## config.mk

```make
export PLATFORM = sky130hd
export DESIGN_NAME = mat_operand_loader_flat
export DESIGN_NICKNAME = d
export VERILOG_FILES = /design/src/rtl/mat_operand_loader_if.sv /design/src/rtl/mat_operand_loader.sv /design/src/flat_wrapper.sv
export SDC_FILE = /design/constraint.sdc
export NUM_CORES = 1
export LEC_CHECK = 0
export ABC_CLOCK_PERIOD_IN_PS = 2100
export CAP_MARGIN = 0
export CORE_ASPECT_RATIO = 1.2
export CORE_MARGIN = 2
export CORE_UTILIZATION = 55
export CTS_CLUSTER_DIAMETER = 200
export DETAILED_ROUTE_END_ITERATION = 10
export DONT_BUFFER_PORTS = 1
export PLACE_DENSITY = 0.7
export SLEW_MARGIN = 20
export SYNTH_ARGS = -nofsm -noshare
export SYNTH_HDL_FRONTEND = slang
export SYNTH_SLANG_ARGS = --single-unit
```

## constraint.sdc

```tcl
create_clock -name clk -period 2.1 [get_ports clk]
set_input_delay 0.63 -clock clk [delete_from_list [all_inputs] [get_ports clk]]
set_output_delay 0.63 -clock clk [all_outputs]
set_load 0.1 [all_outputs]
```

## src/rtl/mat_operand_loader_if.sv

```systemverilog
// Handshake/bus bundle between the byte-serial operand source and the loader.
// Optional MAT_LOADER_ERR_EN adds the in_last framing marker and frame_err flag.
interface mat_operand_loader_if #(
  parameter int A_LEN = 32,
  parameter int B_LEN = 32
) ();
  logic [7:0]       in_data;
  logic             in_valid;
  logic             in_ready;
  logic [A_LEN-1:0] a_mat;
  logic [B_LEN-1:0] b_mat;
  logic             out_valid;
  logic             out_ack;
  logic             mm_load_n;
  logic             conf_err;
`ifdef MAT_LOADER_ERR_EN
  logic             in_last;
  logic             frame_err;

  modport slave (
    input  in_data, in_valid, out_ack, in_last,
    output in_ready, a_mat, b_mat, out_valid, mm_load_n, conf_err, frame_err
  );
  modport master (
    output in_data, in_valid, out_ack, in_last,
    input  in_ready, a_mat, b_mat, out_valid, mm_load_n, conf_err, frame_err
  );
`else
  modport slave (
    input  in_data, in_valid, out_ack,
    output in_ready, a_mat, b_mat, out_valid, mm_load_n, conf_err
  );
  modport master (
    output in_data, in_valid, out_ack,
    input  in_ready, a_mat, b_mat, out_valid, mm_load_n, conf_err
  );
`endif
endinterface

```

## src/rtl/mat_operand_loader.sv

```systemverilog
// Packs a byte stream (A then B) into row-major buses and holds them for the multiplier.
// Optional framing check enabled by defining MAT_LOADER_ERR_EN.
module mat_operand_loader #(
  parameter int A_ROW = 2,
  parameter int A_COL = 2,
  parameter int B_ROW = 2,
  parameter int B_COL = 2
) (
  input  logic                 clk,
  input  logic                 rst,
  mat_operand_loader_if.slave  bus
);
  localparam int A_N   = A_ROW * A_COL;
  localparam int B_N   = B_ROW * B_COL;
  localparam int A_LEN = A_N * 8;
  localparam int B_LEN = B_N * 8;
  localparam int MAX_N = (A_N > B_N) ? A_N : B_N;
  localparam int IDX_W = $clog2(MAX_N) + 1;

  typedef enum logic [1:0] {LOAD_A, LOAD_B, HOLD} state_t;

  state_t           r_state;
  state_t           w_state_next;
  logic [IDX_W-1:0] r_idx;
  logic [A_LEN-1:0] r_a_mat;
  logic [B_LEN-1:0] r_b_mat;
  logic             r_out_valid;
  logic             w_conf_err;
  logic             w_in_ready;
  logic             w_xfer;
  logic             w_last_a;
  logic             w_last_b;
  logic             w_frame_drop;

  assign w_conf_err = (A_COL != B_ROW);
  assign w_xfer     = bus.in_valid && w_in_ready;
  assign w_last_a   = (r_idx == IDX_W'(A_N - 1));
  assign w_last_b   = (r_idx == IDX_W'(B_N - 1));

`ifdef MAT_LOADER_ERR_EN
  logic r_frame_err;

  // in_last must coincide exactly with the final B element, otherwise the frame is dropped
  assign w_frame_drop = w_xfer && (bus.in_last != ((r_state == LOAD_B) && w_last_b));

  always_ff @(posedge clk) begin
    if (!rst)
      r_frame_err <= 1'b0;
    else if (w_frame_drop)
      r_frame_err <= 1'b1;
  end

  assign bus.frame_err = r_frame_err;
`else
  assign w_frame_drop = 1'b0;
`endif

  always_ff @(posedge clk) begin
    if (!rst)
      r_state <= LOAD_A;
    else
      r_state <= w_state_next;
  end

  always_comb begin
    w_state_next = r_state;
    case (r_state)
      LOAD_A:  if (w_xfer && w_last_a) w_state_next = LOAD_B;
      LOAD_B:  if (w_xfer && w_last_b) w_state_next = HOLD;
      HOLD:    if (bus.out_ack)        w_state_next = LOAD_A;
      default: w_state_next = LOAD_A;
    endcase
    if (w_frame_drop)
      w_state_next = LOAD_A;
  end

  always_comb begin
    w_in_ready = 1'b0;
    case (r_state)
      LOAD_A, LOAD_B: w_in_ready = !w_conf_err;
      default:        w_in_ready = 1'b0;
    endcase
  end

  always_ff @(posedge clk) begin
    if (!rst) begin
      r_idx       <= '0;
      r_out_valid <= 1'b0;
    end else begin
      r_out_valid <= (w_state_next == HOLD);
      if (w_xfer) begin
        if (w_frame_drop || (r_state == LOAD_A && w_last_a) || (r_state == LOAD_B && w_last_b))
          r_idx <= '0;
        else
          r_idx <= r_idx + 1'b1;
      end
    end
  end

  // Slot 0 is the most significant byte so the first element sent lands on top
  always_ff @(posedge clk) begin
    if (!rst) begin
      r_a_mat <= '0;
      r_b_mat <= '0;
    end else if (w_xfer) begin
      for (int i = 0; i < A_N; i++)
        if (r_state == LOAD_A && r_idx == IDX_W'(i))
          r_a_mat[8*(A_N-1-i) +: 8] <= bus.in_data;
      for (int i = 0; i < B_N; i++)
        if (r_state == LOAD_B && r_idx == IDX_W'(i))
          r_b_mat[8*(B_N-1-i) +: 8] <= bus.in_data;
    end
  end

  assign bus.in_ready  = w_in_ready;
  assign bus.a_mat     = r_a_mat;
  assign bus.b_mat     = r_b_mat;
  assign bus.out_valid = r_out_valid;
  assign bus.mm_load_n = ~r_out_valid;
  assign bus.conf_err  = w_conf_err;
endmodule

```

## src/flat_wrapper.sv

```systemverilog
// flat-port wrapper written by rule: the top's interface ports become plain ports
module mat_operand_loader_flat 
#(
  parameter int A_ROW = 2,
  parameter int A_COL = 2,
  parameter int B_ROW = 2,
  parameter int B_COL = 2
)
  (clk, rst, bus_in_data, bus_in_valid, bus_out_ack, bus_in_ready, bus_a_mat, bus_b_mat, bus_out_valid, bus_mm_load_n, bus_conf_err);
  mat_operand_loader_if #(.A_LEN(32), .B_LEN(32)) bus_i ();
  input  logic clk;
  input  logic rst;
  input wire logic [$bits(bus_i.in_data)-1:0] bus_in_data;
  input wire logic [$bits(bus_i.in_valid)-1:0] bus_in_valid;
  input wire logic [$bits(bus_i.out_ack)-1:0] bus_out_ack;
  output wire logic [$bits(bus_i.in_ready)-1:0] bus_in_ready;
  output wire logic [$bits(bus_i.a_mat)-1:0] bus_a_mat;
  output wire logic [$bits(bus_i.b_mat)-1:0] bus_b_mat;
  output wire logic [$bits(bus_i.out_valid)-1:0] bus_out_valid;
  output wire logic [$bits(bus_i.mm_load_n)-1:0] bus_mm_load_n;
  output wire logic [$bits(bus_i.conf_err)-1:0] bus_conf_err;
  assign bus_i.in_data = bus_in_data;
  assign bus_i.in_valid = bus_in_valid;
  assign bus_i.out_ack = bus_out_ack;
  assign bus_in_ready = bus_i.in_ready;
  assign bus_a_mat = bus_i.a_mat;
  assign bus_b_mat = bus_i.b_mat;
  assign bus_out_valid = bus_i.out_valid;
  assign bus_mm_load_n = bus_i.mm_load_n;
  assign bus_conf_err = bus_i.conf_err;
  mat_operand_loader #(.A_ROW(A_ROW), .A_COL(A_COL), .B_ROW(B_ROW), .B_COL(B_COL)) u_core (.clk(clk), .rst(rst), .bus(bus_i));
endmodule
```

==> impl_metrics.yaml <==
run_status:
  status: "finished, final reports clean"
clock_network:
  cts.path.max_buffers: 2
  clk_latency_ns: 0.34
  numCtsBuffers: 9
  cts_resized: 0
  cts_sinks: 70
  cts_tree: "built"
  htree_levels: 3
  root_buffer: "clkbuf_8"
  clk_pin_slew_worst_paths_ns: 0.07
  cts-hold-fix-buffers: 0
  post_cts_buffers: 0
routing:
  drc: 0
  antenna_left: 0
  avgViaCountPerCell: 5.02
  vias: 1992
  dr.pass1.iters: 4
  drt_wl_total_mm: 6.09
  drt_iter0_markers: 91
  avgRoutedWirePerCell_um: 15.4
critical_path:
  critPathMaxFanout: 9
  critPathTopFamily: "buffers and inverters"
  timing.critical_path.buf_inv: 1
  cp_num_cells: 1
  critical_path.startpoint_type: "flip-flop"
  path_cells: "inv_1"
  cp_slowest_cell: "inv_1"
  reg2reg_depth: 5
  crit_arrival_ns: 1.40
  crit_path_end_kind: "output pin"
  worstPathRequired_ns: 1.47
  crit_path_max_incr_delay_ns: 0.67
  r2r_end: "u_core.bus.a_mat[2]"
  r2r_start: "u_core.r_idx[0]"
  rrSetupSlack_ns: 0.39
  crit_type: "flip-flop to output pin"
power:
  powerDensity_mw_per_mm2: 771
  leakage_nw: 1.54
  combinationalPowerShare: 0.134
  max-vdd-ir-drop_mv: 0.583
  p_int_mw: 1.88
  p_seq_frac: 0.520
  swShare: 0.285
  switchingPower_uw: 750
  power_mw: 2.63
  clkPwrFrac: 0.345
synthesis:
  synth_area_sq_mm: 0.00277
  synthCells: 272
  synth_top_area_cell: "dfxtp_1"
  synth_top_area_share: 0.506
  synthTopCellsByArea: "dfxtp_1 (51%), mux2i_1 (21%), nand2_1 (10%)"
  synth.distinct_cells: 26
  synth_edf_count: 0
  synth_seq_cells: 70
  synth_warnings: 0
  synthArstFlopShare: 0
  synth_area_per_cell_sq_um: 10.2
  synth_nets: 289
  ys_seq_area_frac: 0.506
  synth_ff_type: "dfxtp_1"
die:
  die-area_sq_mm: 0.00562
  coreArea_sq_mm: 0.00490
  die_h_um: 81.7
  rows: 28
  die_x_um: 68.8
  initial_core_util: 0.565
  io_pins: 80
sta:
  finalSetupViolations: 0
  period_minus_slack_ns: 2.03
  rsz0062_at_grt: "false"
  tightestPinTransition_ns: 0.863
  period_share: 0.966
  fmax_ghz: 0.493
  hold_violations: 0
  relSlewSlack: 0.424
  finalClockSkew_ns: 0.00715
  finalSetupTns_ns: 0
  report.final.slew_viol_count: 0
finish:
  nets: 351
  syn_to_final_growth_pct: 23.4
  n_antenna_cell: 0
  fillerInstances: 409
  drive_gt1_frac: 0.264
grt:
  grt_start_max_net_pins: 79
  grt_pass1_vias: 1867
  antenna_found_initial: 0
  grt_pass1_wl_mm: 9.32
  overflow: 0
  track_usage: 0.234
min_path:
  holdCritPathClass: "input port to flip-flop"
  min_path_cells: 2
  hold_start: "bus_in_data[3]"
  holdPathEnd: "u_core.bus.b_mat[3]"
placed_design:
  dpl.hpwl_mm: 4.16
  port_buffers: 0
  routabilityCongestion: 0.777
run:
  drv_cap: 0
## layout by cell type, fill, tap and decap left out, types with 2 or more instances in the layout
cell type  Yosys  layout
nand2_1       75      75
buf_4          7      69
dfxtp_1       70      69
mux2i_1       58      58
nor2b_1       12      12
clkbuf_8       0      10
a21boi_0       7       7
ha_1           5       5
inv_1          5       4
nor2_1         4       4
and3_1         3       3
nand3_2        2       2
nor4b_2        2       2
clkinv_2       0       2
clkbuf_1       6       2
## worst max-delay path by stage
stage                         start                   to
2_1_floorplan  u_core.bus.out_valid        bus_mm_load_n
3_3_place_gp        u_core.r_idx[0]  u_core.bus.a_mat[3]
3_5_place_dp        u_core.r_idx[0]  u_core.bus.a_mat[0]
4_1_cts           u_core.r_state[1]         bus_in_ready
5_1_grt           u_core.r_state[1]         bus_in_ready
6_report          u_core.r_state[1]         bus_in_ready
## state kept, by name (all words and copies together) (netlist names)
name and flops:
u_core.r_state 2, u_core.bus.b_mat 32, u_core.r_idx 3, u_core.bus.a_mat 32
u_core.bus.out_valid 1
## synthesized netlist by cell type (all sizes together), types with 2 or more instances
| cell | number |
|---|---|
| dfxtp | 70 |
| nand3 | 2 |
| inv | 5 |
| and4bb | 2 |
| nor4b | 2 |
| nor2 | 4 |
| clkbuf | 6 |
| ha | 5 |
| nor2b | 12 |
| and3 | 3 |
| mux2i | 58 |
| buf | 12 |
| nand2 | 75 |
| a21boi | 8 |
## per-stage QoR
step           hold WS, ns  std cells  worst slack (ns)  utilization  cell area, sq um
2_1_floorplan        0.540        272             0.208            -              2770
3_3_place_gp         0.448        383             0.447        0.665              3260
3_5_place_dp         0.452        383             0.403        0.665              3260
4_1_cts              0.401        397            0.0548        0.696              3420
5_1_grt              0.398        397           0.00857        0.696              3420
6_report             0.423        397            0.0708        0.696              3420
## power groups by stage
stage	combinational [mW]	sequential (mW)	clock (mW)
after floorplan	0.125	1.59	0
after global routing	0.368	1.37	0.989
after CTS	0.357	1.37	0.934
after detailed placement	0.356	1.40	0
after global placement	0.351	1.40	0
final	0.354	1.37	0.909
## per-layer routing
layer,global-route usage,vias to the layer above,wire [um]
met4,0.0706,0,84
met3,0.100,8,468
met5,0,-,0
li1,-,1013,-
met2,0.378,59,2890
met1,0.281,912,2650
## logic make-up (layout without fill, tap and decap cells)
logic type	after synthesis	count (layout)	synth area share
AO/OA/AOI/OAI	10	10	0.0262
XOR/XNOR	1	1	0.00316
adder cells (fa/ha/maj)	5	5	0.0226
buffers and inverters	23	88	0.0452
flip-flops	70	70	0.506
multiplexers	58	58	0.210
other	1	1	0.00135
AND/OR/NAND/NOR	104	104	0.186
## layout make-up
class | count | area (sq um) | area share
sequential | 70 | 1400 | 0.411
multi-input combinational | 179 | 1240 | 0.364
timing repair buffer | 69 | 518 | 0.152
clock buffer | 12 | 145 | 0.0425
tap | 60 | 75.1 | 0.0220
inverter | 5 | 22.5 | 0.00659
clock inverter | 2 | 10.0 | 0.00293
Note: power is estimated with default switching activity, not from simulation.
